**src/rtl/count_arbiter.sv**
```systemverilog
// count_arbiter: two-requester round-robin arbiter that lends a shared 0..TERM counter to the winner
//
// Configuration: define CNT_PAUSE_EN to add the pause input (freezes an active run).
// Ports:
//   clk   - rising-edge clock
//   RST   - asynchronous active-low reset
//   req   - level requests, bit i from requester i
//   pause - freeze request during a run (only with CNT_PAUSE_EN)
//   gnt   - one-hot grant to the current owner of the counter
//   count - shared counter, loads 0 on grant, stops at TERM
//   busy  - a run or its completion cycle is in progress
//   done  - one-cycle completion pulse to the granted requester
module count_arbiter #(
   parameter int WIDTH = 4,
   parameter int TERM  = 9
) (
   input  logic             clk,
   input  logic             RST,
   input  logic [1:0]       req,
`ifdef CNT_PAUSE_EN
   input  logic             pause,
`endif
   output logic [1:0]       gnt,
   output logic [WIDTH-1:0] count,
   output logic             busy,
   output logic [1:0]       done
);
   localparam logic [1:0] IDLE = 2'd0;
   localparam logic [1:0] RUN  = 2'd1;
   localparam logic [1:0] DONE = 2'd2;
   localparam logic [WIDTH-1:0] TERM_C = WIDTH'(TERM);
   logic [1:0] state;
   logic       last;
   logic       win;
   logic       hold;
   logic       lost;
`ifdef CNT_PAUSE_EN
   assign hold = pause;
`else
   assign hold = 1'b0;
`endif
   // last is the requester granted most recently; reset value 1 favours requester 0
   assign win  = req[1] & (~req[0] | ~last);
   assign lost = ~|(req & gnt);
   assign busy = state != IDLE;
   assign done = state == DONE ? gnt : 2'b00;
   always_ff @(posedge clk or negedge RST) begin
      if (!RST) begin
         state <= IDLE;
         gnt   <= 2'b00;
         count <= '0;
         last  <= 1'b1;
      end else begin
         case (state)
            IDLE: if (|req) begin
               state <= RUN;
               gnt   <= win ? 2'b10 : 2'b01;
               count <= '0;
            end
            // an owner dropping its request aborts the run, even while paused or at TERM
            RUN: if (lost) begin
               state <= IDLE;
               gnt   <= 2'b00;
               last  <= gnt[1];
            end else if (!hold) begin
               if (count == TERM_C) state <= DONE;
               else count <= count + WIDTH'(1);
            end
            DONE: begin
               state <= IDLE;
               gnt   <= 2'b00;
               last  <= gnt[1];
            end
            default: state <= IDLE;
         endcase
      end
   end
endmodule

```
**config.mk**
```make
export PLATFORM = sky130hd
export DESIGN_NAME = count_arbiter
export DESIGN_NICKNAME = d
export VERILOG_FILES = /design/src/rtl/count_arbiter.sv
export SDC_FILE = /design/constraint.sdc
export NUM_CORES = 1
export LEC_CHECK = 0
export BUFFER_PORTS_ARGS = -buffer_cell sky130_fd_sc_hd__buf_2
export CAP_MARGIN = 30
export CORE_AREA = 2 2 39 41
export DETAILED_ROUTE_END_ITERATION = 8
export DIE_AREA = 0 0 41 43
export PLACE_DENSITY = 0.68
export RECOVER_POWER = 100
export SETUP_SLACK_MARGIN = 0.3
export SLEW_MARGIN = 20
export SYNTH_ARGS = -nofsm -noshare
export SYNTH_HDL_FRONTEND = slang
export SYNTH_SLANG_ARGS = --single-unit
```
**constraint.sdc**
```tcl
create_clock -name clk -period 2.2 [get_ports clk]
set_input_delay 0 -clock clk [delete_from_list [all_inputs] [get_ports clk]]
set_output_delay 0 -clock clk [all_outputs]
set_load 0.01 [all_outputs]
```
Word level (Yosys, flattened, before mapping):

Cells that the tools add are included.

* input bits: 4
* word-level logic and storage cells: 44
* output and inout port bits: 9
* flip-flop bits (word level): 9

* $add $sub $neg: 1
* reductions and logical operators: 11
* muxes and demuxes: 15
* equality and inequality tests: 8
* bitwise gates (word level): 5

Operators by type and width (number)
* two-way mux 2 bit: 7
* two-way mux 4 bit: 3
* != test 2 bit, second input constant: 4
* case mux 4 bit (2 select lines): 1
* case mux 2 bit (3 select lines): 1
* nonzero test 2 bit: 3
* adder 4 x 1 -> 4 bit, second input constant: 1
* == test 4 bit, second input constant: 1
* case mux 2 bit (2 select lines): 1
* AND reduction 2 bit: 2
* AND reduction 4 bit: 1
* OR reduction 2 bit: 2
* != test 3 bit, second input constant: 1
* AND reduction 3 bit: 1
* nonzero test 3 bit: 1
* bitwise AND 2 bit: 1
* == test 2 x 1 -> 1 bit, second input constant: 1
* == test 2 bit, second input constant: 1
* zero test 2 bit: 1
* inverter 1 bit: 2
* case mux 1 bit (2 select lines): 1
* bitwise AND 1 bit: 1
* two-way mux 1 bit: 1
* bitwise OR 1 bit: 1

Depth between registers and ports, before layout:

Gate-level depths: netlist of run 1.

* word-level depth: 6
* depth in mapped cells: 6
* depth with buffers taken out: 6

Worst setup path before layout of run 1:

Ideal clock, no wire load.

* kind: reg2reg
* from: reg state[0]
* to: reg gnt[0]
* data required time: 2.075 ns
* stages on the path, launching flop included: 6
* path slack: 0.645 ns
* path buffers: 0
* period minus slack after synthesis: 1.555 ns
* setup time: 0.125 ns
* data arrival time: 1.431 ns
* path through: dfrtp_1 > inv_1 > ha_1 > nor3b_1 > a211oi_2 > mux2_2

* cells in the longest elaborated chain, start to end: 3
* elaborated cells on any way between the ends: 8
* classes of those cells: eq/ne (4); mux (1); reduce/logical (3)

RTL lines
* start, declared: RTL line 32 `logic [1:0] state;`
* start signal, assigned: RTL line 49 `state <= IDLE;`
* start signal, assigned: RTL line 56 `state <= RUN;`
* start signal, assigned: RTL line 62 `state <= IDLE;`
* == test 2 x 1 -> 1 bit (tied with other cells): RTL line 54 `case (state)`
* != test 2 bit (no line) / nonzero test 3 bit (equally long branches)
* AND reduction 3 bit (no line)
* end signal, assigned: RTL line 57 `gnt <= win ? 2'b10 : 2'b01;`
* end, declared: RTL line 23 `output logic [1:0] gnt,`

Parallel ways exist; a longest one is shown, timed or not.
A chain may end at the register's enable or synchronous reset.

Worst setup path after layout of run 1:

Ends and elaborated chain as after synthesis.

==> key figures, run 1 <==
Outcome
  • Status: finished clean

Critical path
  • Startpoint types: flop
  • FF-to-FF setup slack: between 0.3 and 0.4 ns
  • Max incr delay on CP: ~0.4 ns
  • Worst Setup SP: state[0]$_DFFE_PN0P_
  • CP Cell Sequence: inv_1, ha_1, nor3b_1, a211oi_1, mux2_2
  • Crit path capture type: flop
  • End of the critical path: gnt[0]$_DFFE_PN0P_
  • Req. time, crit path: 2.34 ns
  • Max stage delay cell, worst path: dfrtp_1
  • Worst Setup Path Type: reg -> reg
  • Worst Path Max Fanout: 4
  • Reg-to-Reg End: gnt[0]$_DFFE_PN0P_
  • R2R Path Start: state[0]$_DFFE_PN0P_
  • Crit path DAT: 1.96 ns
  • FF-to-FF path depth: 5

Placement
  • Buffers on Ports: 12
  • Hpwl dp: roughly 850 um
  • Gpl congestion: around 0.73

Timing
  • Final setup fails: 0
  • Setup TNS: 0 ns
  • Tcrit/Tclk final: 0.829
  • Relative max-transition margin: 0.681
  • RSZ-0062 raised after global routing: no
  • Final Max Slew Viols: 0
  • Worst slew pin tran: 0.479 ns
  • Top achievable clock speed: 548 MHz
  • Clk_skew: between 0.0015 and 0.002 ns
  • Final min period: approximately 1.8 ns
  • Fin. Hold Viols: 0

Routing
  • Max layer used: met4
  • Met1 wire length: ~540 um
  • Via count: just under 500
  • DR vias/cell: approximately 5.3
  • First drt pass iteration count: 4
  • Met3 Wirelength: roughly 32 um
  • DRC: 0
  • Wirelength, routed: between 1000 and 1500 um
  • Routed WL per cell: approximately 12 um
  • Met2 routed WL: between 500 and 600 um
  • Antenna Nets Post-Route: 0
  • DRT iter0 DRCs: 7

Clock tree
  • Total CTS buffers: 3
  • Clock Tree Root: clkbuf_4
  • Clk sink count: 9
  • Clock tree buffer depth: 2
  • Post-CTS Repair Setup Buffers: 0
  • CTS H-tree lvls: 1
  • Clock transition at path regs: 0.06 ns
  • Skew-Pair Late Insertion Delay: around 0.25 ns
  • CTS tree: yes

Power and ir drop
  • VDD IR max: ~0.43 mV
  • Power Total: 0.758 mW
  • Leak pwr: 0.305 nW
  • Power Dens Cells: ~1100 nW/um^2

Synth
  • Asr flop ratio synth: 1.00
  • Post-Syn Nets: 70
  • Synth warnings: 0
  • Sequential fraction of the synthesis area: 0.377
  • Post-synth EDFFs: 0
  • Most common flop cell mapped by yosys: dfrtp_1
  • #FFs+latches synth: 9
  • Post-Syn Instances: between 50 and 60
  • Avg Cell Area, Syn: about 10 um^2
  • Yosys cell types: 28
  • Synth Cell Area: 601 um^2

Floorplan
  • Core area: roughly 1400 um^2
  • Initial Util: 0.434
  • IO Pins: 13
  • Die ar.: about 1800 um^2
  • Die Y: between 40 and 50 um
  • Site Rows: 14
  • Die Wd: approximately 41 um

Global route
  • Global-route wire length before repair: 2010 um
  • Initial antenna violation count: 0
  • Tot GR Track Use: 0.166
  • Largest net degree at the start of global routing: 11
  • GRT overflow: 0
  • Number of global-route vias before repair: 466

Final layout
  • Ant diodes: 0
  • Most frequent cells in the layout: 11 x clkbuf_1, 8 x dfrtp_1, 7 x ha_1, 5 x inv_1, 5 x nand2_1
  • Share of post-route cells with drive strength above 1: 0.160
  • Layout Nets: slightly below 90
  • Leading cell type in the layout, fill and taps excluded: clkbuf_1
  • Layout area overhead: 15.6%

Job
  • Max Cap Viol: 0

Hold path
  • Min-delay worst type: in -> reg
  • Hold-critical path depth: 3
## cell usage after synthesis, types with 2 or more instances
cell / count / area (um^2)
a21oi_1: 4 / 20.0
nand2_1: 5 / 18.8
dfrtp_1: 8 / 200
and2_1: 2 / 12.5
inv_1: 5 / 18.8
mux2_2: 3 / 33.8
a22o_1: 2 / 17.5
nand3_1: 3 / 15.0
ha_1: 7 / 87.6
nor2_1: 2 / 7.51
## per-stage QoR
stage                     setup WS (ns)  instance area (um^2)  cells  hold slack [ns]  utilization
after detailed placement          0.475                   676     86           -0.136        0.488
after CTS                         0.455                   712     91           0.0799        0.514
final                             0.376                   694     91           0.0940        0.502
after global routing              0.255                   694     91            0.112        0.502
after global placement            0.522                   676     86           -0.136        0.488
after floorplan                   0.645                   601     59           -0.296            -
## layout make-up
| class | instances | area, um^2 |
|---|---|---|
| timing repair buffer | 13 | 57.6 |
| sequential | 9 | 226 |
| inverter | 5 | 18.8 |
| tap | 16 | 20.0 |
| fill | 152 | 689 |
| clock buffer | 4 | 26.3 |
| multi-input combinational | 44 | 345 |
## layer usage
layer,global-route usage,vias to the layer above
met2,0.231,9
met4,0.100,0
met1,0.239,229
met5,0,-
met3,0.0157,2
li1,-,244
## state kept, by name (all words and copies together), names as in the netlist
| register | cells |
|---|---|
| count | 4 |
| gnt | 2 |
| last | 1 |
| state | 2 |
## where the power goes
part	switching (mW)	leakage, nW	internal [mW]
sequential	0.0551	0.117	0.219
clock	0.0580	0.0150	0.0699
combinational	0.200	0.174	0.156
total	0.313	0.305	0.445
## critical path: cells and delay by family, from the launching register on
family          cells  cell delay [ns]
compound gates      1             0.39
mux                 1             0.39
buf+inv             1             0.09
fa+ha+maj           1             0.25
simple gates        1             0.19
flops               1             0.39
## timing repair
action	in CTS	in global routing
endpoints found under the hold margin	9	0
hold buffers	1	0
gates resized for setup	0	1
setup endpoints to repair	0	1
## cells by family after synthesis
group                    after synthesis  share of synthesized area
AND/OR/NAND/NOR                       20                      0.192
flip-flops                             9                      0.377
XOR/XNOR                               1                     0.0146
multiplexers                           3                     0.0562
AO/OA/AOI/OAI                         13                      0.175
adder cells (fa/ha/maj)                7                      0.146
buffers and inverters                  6                     0.0396
## worst min path at each step
stage                                 endpoint  slack, ns    from
final                       gnt[1]$_DFFE_PN0P_       0.09  req[1]
after global routing        gnt[1]$_DFFE_PN0P_       0.11  req[1]
after CTS                   gnt[1]$_DFFE_PN0P_       0.08  req[1]
after detailed placement  state[1]$_DFFE_PN0P_      -0.14     RST
after global placement      gnt[0]$_DFFE_PN0P_      -0.14     RST
after floorplan           count[0]$_DFFE_PN0P_      -0.30     RST
(Power assumes the default switching activity.)
==> run 2, diff against run 1 <==
- clock period: 2.2 -> 1.8 ns (I/O delays scaled with it)
==> key figures, run 2 (same netlist as run 1, synthesis figures left out) <==
Clock tree
  • CTS H-tree lvls: 1 (unchanged)
  • Clock Tree Root: clkbuf_4 (unchanged)
  • CTS tree: yes (unchanged)
  • Clock tree buffer depth: 2 (unchanged)
  • Skew-Pair Late Insertion Delay: 0.26 ns (was 0.25 ns)
  • Total CTS buffers: 3 (unchanged)
  • Clock transition at path regs: 0.06 ns (about the same)
  • Clk sink count: 9 (unchanged)

Critical path
  • FF-to-FF path depth: 6 (was 5)
  • Worst Setup SP: state[0]$_DFFE_PN0P_ (unchanged)
  • Worst Path Max Fanout: 5 (was 4)
  • Crit path DAT: 1.72 ns (was 1.96 ns)
  • FF-to-FF setup slack: 0.22 ns (was 0.38 ns)
  • Worst Setup Path Type: reg -> reg (unchanged)
  • Startpoint types: flop (unchanged)
  • Req. time, crit path: 1.95 ns (was 2.34 ns)
  • Reg-to-Reg End: count[2]$_DFFE_PN0P_ (was gnt[0]$_DFFE_PN0P_)
  • End of the critical path: count[2]$_DFFE_PN0P_ (was gnt[0]$_DFFE_PN0P_)
  • Crit path capture type: flop (unchanged)
  • R2R Path Start: state[0]$_DFFE_PN0P_ (unchanged)

Final layout
  • Layout area overhead: 32.9% (was 15.6%)
  • Layout Nets: 97 (was 87)
  • Most frequent cells in the layout: 10 x clkbuf_1, 8 x dfrtp_1, 7 x buf_4, 6 x ha_1 (was 11 x clkbuf_1, 8 x dfrtp_1, 7 x ha_1, 5 x inv_1, 5 x nand2_1)
  • # fillers: 133 (was 152)
  • Leading cell type in the layout, fill and taps excluded: clkbuf_1 (unchanged)
  • Share of post-route cells with drive strength above 1: 0.329 (was 0.160)
  • Ant diodes: 0 (unchanged)
  • Max reg flops: 4 (unchanged)
  • Top reg by flops: count (unchanged)
  • Biggest regs: count (4), gnt (2), state (2) (unchanged)

Timing
  • Final min period: 1.58 ns (was 1.82 ns)
  • Setup TNS: 0 ns (unchanged)
  • Tcrit/Tclk final: 0.875 (was 0.829)
  • Fin. Hold Viols: 0 (unchanged)
  • Final setup fails: 0 (unchanged)
  • Top achievable clock speed: 635 MHz (was 548 MHz)
  • RSZ-0062 raised after global routing: yes (was no)
  • Relative max-transition margin: 0.670 (was 0.681)
  • Final Max Slew Viols: 0 (unchanged)
  • Clk_skew: 0.00113 ns (was 0.00168 ns)
  • Worst slew pin tran: 0.494 ns (was 0.479 ns)

Routing
  • Wirelength, routed: 1310 um (was 1130 um)
  • Routed WL per cell: 13.0 um (was 12.5 um)
  • DRT iter0 DRCs: 9 (was 7)
  • Antenna Nets Post-Route: 0 (unchanged)
  • DRC: 0 (unchanged)
  • Via count: 530 (was 484)
  • DR vias/cell: 5.25 (was 5.32)
  • First drt pass iteration count: 4 (unchanged)

Global route
  • Routing usage on met3: 0.0314 (was 0.0157)
  • Number of global-route vias before repair: 515 (was 466)
  • Met1 global-route usage: 0.252 (was 0.239)
  • Global-route wire length before repair: 2240 um (was 2010 um)
  • Tot GR Track Use: 0.192 (was 0.166)
  • Grt met2 use: 0.291 (was 0.231)
  • Largest net degree at the start of global routing: 11 (unchanged)
  • GRT overflow: 0 (unchanged)
  • GRT Max-Usage Layer: met2 (was met1)
  • Initial antenna violation count: 0 (unchanged)

Floorplan
  • Initial Util: 0.434 (unchanged)
  • IO Pins: 13 (unchanged)
  • Die ar.: 1760 um^2 (unchanged)
  • Die Y: 43 um (unchanged)
  • Core area: 1380 um^2 (unchanged)
  • Die Wd: 41 um (unchanged)
  • Site Rows: 14 (unchanged)

Placement
  • Hpwl dp: 924 um (was 854 um)
  • Gpl congestion: 0.711 (was 0.731)
  • Buffers on Ports: 12 (unchanged)

Power and ir drop
  • Power Total: 1.08 mW (was 0.758 mW)
  • VDD IR max: 0.625 mV (was 0.427 mV)
  • Leak pwr: 0.362 nW (was 0.305 nW)
  • Power Dens Cells: 1350 nW/um^2 (was 1090 nW/um^2)

Job
  • Max Cap Viol: 0 (unchanged)

Outcome
  • Status: finished clean (unchanged)

Hold path
  • Min-delay worst type: in -> reg (unchanged)
  • Hold-critical path depth: 3 (unchanged)
## run 2: changes by cell type in the layout (fill, tap and decap cells not counted), sizes merged
cell | before | now
buf | 2 | 12
## run 2: worst min path at each step
stage	startpoint	endpoint	slack, ns
4_1_cts	RST	gnt[0]$_DFFE_PN0P_	0.12
3_5_place_dp	RST	gnt[0]$_DFFE_PN0P_	-0.13
6_report	req[1]	gnt[1]$_DFFE_PN0P_	0.12
5_1_grt	req[1]	gnt[1]$_DFFE_PN0P_	0.15
3_3_place_gp	RST	gnt[0]$_DFFE_PN0P_	-0.13
2_1_floorplan	RST	count[0]$_DFFE_PN0P_	-0.30
## run 2: worst max-delay path, cell delays in order, from the launching register on
cell	delay (ns)
dfrtp_1	0.41
inv_1	0.09
ha_1	0.19
or3b_4	0.42
o21ai_4	0.10
o2bb2ai_1	0.08
a22o_1	0.17
## run 2: area by class of cell
class | instances | area (um^2) | share of cell area
Multi-Input combinational cell | 44 | 378 | 0.473
Sequential cell | 9 | 226 | 0.284
Clock buffer | 4 | 26.3 | 0.0329
Tap cell | 16 | 20.0 | 0.0251
Inverter | 5 | 18.8 | 0.0235
Timing Repair Buffer | 23 | 129 | 0.161
## run 2: metrics by stage
step | cells | utilization | area (um^2) | worst slack, ns | hold WS [ns]
after global placement | 87 | 0.510 | 706 | 0.156 | -0.133
after floorplan | 59 | - | 623 | 0.317 | -0.296
after detailed placement | 87 | 0.510 | 706 | 0.137 | -0.133
after global routing | 101 | 0.577 | 798 | 0.113 | 0.148
final | 101 | 0.577 | 798 | 0.225 | 0.122
after CTS | 98 | 0.574 | 795 | 0.282 | 0.121
## run 2: per-layer routing
layer | vias to the layer above | part of all wire
met1 | 249 | 0.43
li1 | 268 | -
met3 | 4 | 0.021
met2 | 9 | 0.53
met4 | 0 | 0.018
met5 | - | 0
## run 2: power by group
part | leakage [nW] | switching (mW) | total, mW | internal [mW]
Clock | 0.0150 | 0.0670 | 0.152 | 0.0852
Sequential | 0.117 | 0.0595 | 0.327 | 0.268
Combinational | 0.231 | 0.302 | 0.600 | 0.297
## run 2: repair_timing
| action | 4_1_cts | 5_1_grt |
|---|---|---|
| setup endpoints to repair | 8 | 6 |
| pin swaps | 1 | 3 |
| resized for setup | 2 | 4 |
| hold buffers | 1 | 0 |
| endpoints found under the hold margin | 9 | 0 |
| buffers inserted | 6 | 3 |
==> run 3, diff against run 2 <==
- ABC_AREA: default -> 1
- BUFFER_PORTS_ARGS: -buffer_cell sky130_fd_sc_hd__buf_2 -> -buffer_cell sky130_fd_sc_hd__clkbuf_2
- PLACE_DENSITY: 0.68 -> 0.73
- REMOVE_ABC_BUFFERS: default -> 1
==> key figures, run 3 <==
Critical path
  • Startpoint types: flop (unchanged)
  • WP buf/inv: 2 (was 1)
  • Crit path capture type: flop (unchanged)
  • Crit path DAT: 1.68 ns (was 1.72 ns)
  • Worst Setup Path Type: reg -> reg (unchanged)
  • Top cell by count, worst path: nand2_1
  • Max stage delay cell, worst path: dfrtp_1 (was or3b_4)
  • Delay-heaviest family, CP: buffers and inverters (was simple AND/OR/NAND/NOR gates)
  • Max incr delay on CP: 0.41 ns (was 0.42 ns)
  • Worst Path Max Fanout: 6 (was 5)
  • Req. time, crit path: 1.96 ns (was 1.95 ns)
  • CP Cell Sequence: inv_1, ha_1, clkbuf_1, nand4_1, nand2_1, nor2_1, nand2_1, nand2_1 (was inv_1, ha_1, or3b_4, o21ai_4, o2bb2ai_1, a22o_1)

Synth
  • Synth warnings: 0 (unchanged)
  • Top cells by area, synth: dfrtp_1 31%, nand2_1 19%, ha_1 13%, nand3_1 7.6%, inv_1 6.9% (was dfrtp_1 33%, ha_1 15%, mux2_2 5.6%, dfstp_2 4.4%, a21oi_1 3.3%)
  • Synth Cell Area: 656 um^2 (was 601 um^2)
  • Post-synthesis compound-gate area fraction: 0.0286 (was 0.175)
  • Top-count cell post-synth: nand2_1 (was dfrtp_1)
  • Synth Area in XOR/XNOR: 0 (was 0.0146)
  • Post-Syn Instances: 92 (was 59)
  • Yosys cell types: 15 (was 28)
  • Most common flop cell mapped by yosys: dfrtp_1 (unchanged)
  • Post-synth EDFFs: 0 (unchanged)
  • Commonest cells in the netlist: 34 x nand2_1, 12 x inv_1, 10 x nand3_1 (was 8 x dfrtp_1, 7 x ha_1, 5 x inv_1, 5 x nand2_1, 4 x a21oi_1)
  • Avg Cell Area, Syn: 7.13 um^2 (was 10.2 um^2)
  • Largest family of logic cells by synthesized area: simple AND/OR/NAND/NOR gates (unchanged)
  • Adder-cell share of the synthesized area: 0.134 (was 0.146)
  • Asr flop ratio synth: 1.00 (unchanged)
  • Top cell type's share of synthesized area: 0.305 (was 0.333)
  • Fraction of the mapped netlist area in simple logic gates: 0.406 (was 0.192)
  • #FFs+latches synth: 9 (unchanged)
  • Multiplexer share of the synthesized area: 0 (was 0.0562)
  • Sequential fraction of the synthesis area: 0.345 (was 0.377)
  • Leading area contributor after synthesis: dfrtp_1 (unchanged)

Power and ir drop
  • Switching Share: 0.485 (was 0.397)
  • Leak pwr: 0.411 nW (was 0.362 nW)
  • Comb pwr share: 0.549 (was 0.556)
  • Clock power frac: 0.138 (was 0.141)
  • Internal power: 0.589 mW (was 0.650 mW)
  • VDD IR max: 0.784 mV (was 0.625 mV)
  • Reg power frac: 0.313 (was 0.303)
  • Power Dens Cells: 1530 nW/um^2 (was 1350 nW/um^2)
  • Power Total: 1.14 mW (was 1.08 mW)
  • P_sw: 0.554 mW (was 0.429 mW)

Floorplan
  • Site Rows: 14 (unchanged)
  • Die Y: 43 um (unchanged)
  • Die Wd: 41 um (unchanged)
  • Die ar.: 1760 um^2 (unchanged)
  • Core area: 1380 um^2 (unchanged)
  • Initial Util: 0.474 (was 0.434)
  • IO Pins: 13 (unchanged)

Timing
  • Fin. Hold Viols: 0 (unchanged)
  • Clk_skew: 0.000762 ns (was 0.00113 ns)
  • RSZ-0062 raised after global routing: no (was yes)
  • Final min period: 1.52 ns (was 1.58 ns)
  • Final Max Slew Viols: 0 (unchanged)
  • Top achievable clock speed: 659 MHz (was 635 MHz)
  • Relative max-transition margin: 0.668 (was 0.670)
  • Hold WS: 0.0223 ns (was 0.122 ns)
  • Final setup fails: 0 (unchanged)
  • Setup TNS: 0 ns (unchanged)
  • Worst slew pin tran: 0.498 ns (was 0.494 ns)
  • Tcrit/Tclk final: 0.843 (was 0.875)

Global route
  • Number of global-route vias before repair: 535 (was 515)
  • Global-route wire length before repair: 2060 um (was 2240 um)
  • Initial antenna violation count: 0 (unchanged)
  • GRT overflow: 0 (unchanged)
  • Largest net degree at the start of global routing: 10 (was 11)
  • Tot GR Track Use: 0.172 (was 0.192)

Routing
  • DRT iter0 DRCs: 5 (was 9)
  • First drt pass iteration count: 4 (unchanged)
  • Routed WL per cell: 10.0 um (was 13.0 um)
  • Via count: 599 (was 530)
  • DRC: 0 (unchanged)
  • Wirelength, routed: 1260 um (was 1310 um)
  • Antenna Nets Post-Route: 0 (unchanged)
  • DR vias/cell: 4.79 (was 5.25)

Job
  • Max Cap Viol: 0 (unchanged)

Hold path
  • Min-delay worst type: in -> reg (unchanged)

Final layout
  • Most frequent cells in the layout: 35 x nand2_1, 12 x inv_1, 12 x clkbuf_1, 11 x nand3_1 (was 10 x clkbuf_1, 8 x dfrtp_1, 7 x buf_4, 6 x ha_1)
  • Top reg by flops: count (unchanged)
  • Share of post-route cells with drive strength above 1: 0.101 (was 0.329)
  • Layout Nets: 121 (was 97)
  • Cell area after layout: 744 um^2 (was 798 um^2)
  • Layout area overhead: 13.5% (was 32.9%)
  • Max reg flops: 4 (unchanged)
  • Leading cell type in the layout, fill and taps excluded: nand2_1 (was clkbuf_1)
  • Biggest regs: count (4), gnt (2), state (2) (unchanged)
  • Ant diodes: 0 (unchanged)
  • # fillers: 148 (was 133)

Placement
  • Hpwl dp: 1020 um (was 924 um)
  • Placed Area: 732 um^2 (was 706 um^2)
  • Buffers on Ports: 12 (unchanged)
  • Gpl congestion: 0.808 (was 0.711)

Clock tree
  • Clk sink count: 9 (unchanged)
  • Clock tree buffer depth: 2 (unchanged)
  • CTS tree: yes (unchanged)
  • Post-CTS Repair Setup Buffers: 0 (was 6)
  • Clock Tree Root: clkbuf_4 (unchanged)
  • Total CTS buffers: 3 (unchanged)
  • Skew-Pair Late Insertion Delay: 0.26 ns (about the same)
  • CTS H-tree lvls: 1 (unchanged)
  • Clock transition at path regs: 0.06 ns (about the same)

Outcome
  • Status: finished clean (unchanged)
-- run 3: layer usage --
metal  vias up  global-route usage  routed length [um]
li1        318                   -                   -
met1       264               0.199                 570
met2        12               0.278                 604
met3         5              0.0314                  48
met4         0               0.100                  34
met5         -                   0                   0
-- run 3: final cells by class --
type | instances | area (um^2) | area share
inverter | 12 | 45.0 | 0.0605
tap | 16 | 20.0 | 0.0269
timing repair buffer | 14 | 61.3 | 0.0824
sequential | 9 | 226 | 0.304
multi-input combinational | 70 | 365 | 0.491
clock buffer | 4 | 26.3 | 0.0353
-- run 3: metrics by stage --
| stage | std cells | setup slack (ns) | utilization |
|---|---|---|---|
| 5_1_grt | 125 | 0.181 | 0.538 |
| 3_5_place_dp | 120 | 0.433 | 0.529 |
| 4_1_cts | 125 | 0.411 | 0.555 |
| 2_1_floorplan | 91 | 0.407 | - |
| 3_3_place_gp | 120 | 0.449 | 0.529 |
| 6_report | 125 | 0.282 | 0.538 |
-- run 3: tightest hold or removal path, cell delays in order --
cell      delay [ns]
clkbuf_2        0.11
nand3_1         0.08
o21ai_1         0.06
-- run 3: final timing paths --
kind                       depth (start not counted)                  from  slack [ns]                    to
min                                                3                req[1]        0.02    gnt[1]$_DFFE_PN0P_
max                                                8  state[1]$_DFFE_PN0P_        0.28  count[3]$_DFFE_PN0P_
max reg2reg                                        8  state[1]$_DFFE_PN0P_        0.28  count[3]$_DFFE_PN0P_
min reg2reg                                        2      last$_DFFE_PN1P_        0.46      last$_DFFE_PN1P_
max in group asynchronous                          2                   RST        1.23      last$_DFFE_PN1P_
min in group asynchronous                          2                   RST        0.22    gnt[1]$_DFFE_PN0P_
-- run 3: repair_timing --
item	4_1_cts	5_1_grt
gates resized for setup	0	0
hold buffers	1	0
endpoints found under the hold margin	9	0
endpoints found under the setup margin	0	0
-- run 3: logic make-up (layout without fill, tap and decap cells) --
group / Yosys count / after routing
simple gates: 60 / 60
buf+inv: 13 / 30
flops: 9 / 9
fa+ha+maj: 7 / 7
compound gates: 3 / 3
-- run 3: power by group through the flow --
stage                     combinational (mW)  sequential [mW]  clock (mW)
after floorplan                        0.489            0.361           0
after global placement                 0.666            0.360           0
after detailed placement               0.677            0.361           0
after CTS                              0.681            0.359       0.159
after global routing                   0.713            0.369       0.167
final                                  0.627            0.358       0.158
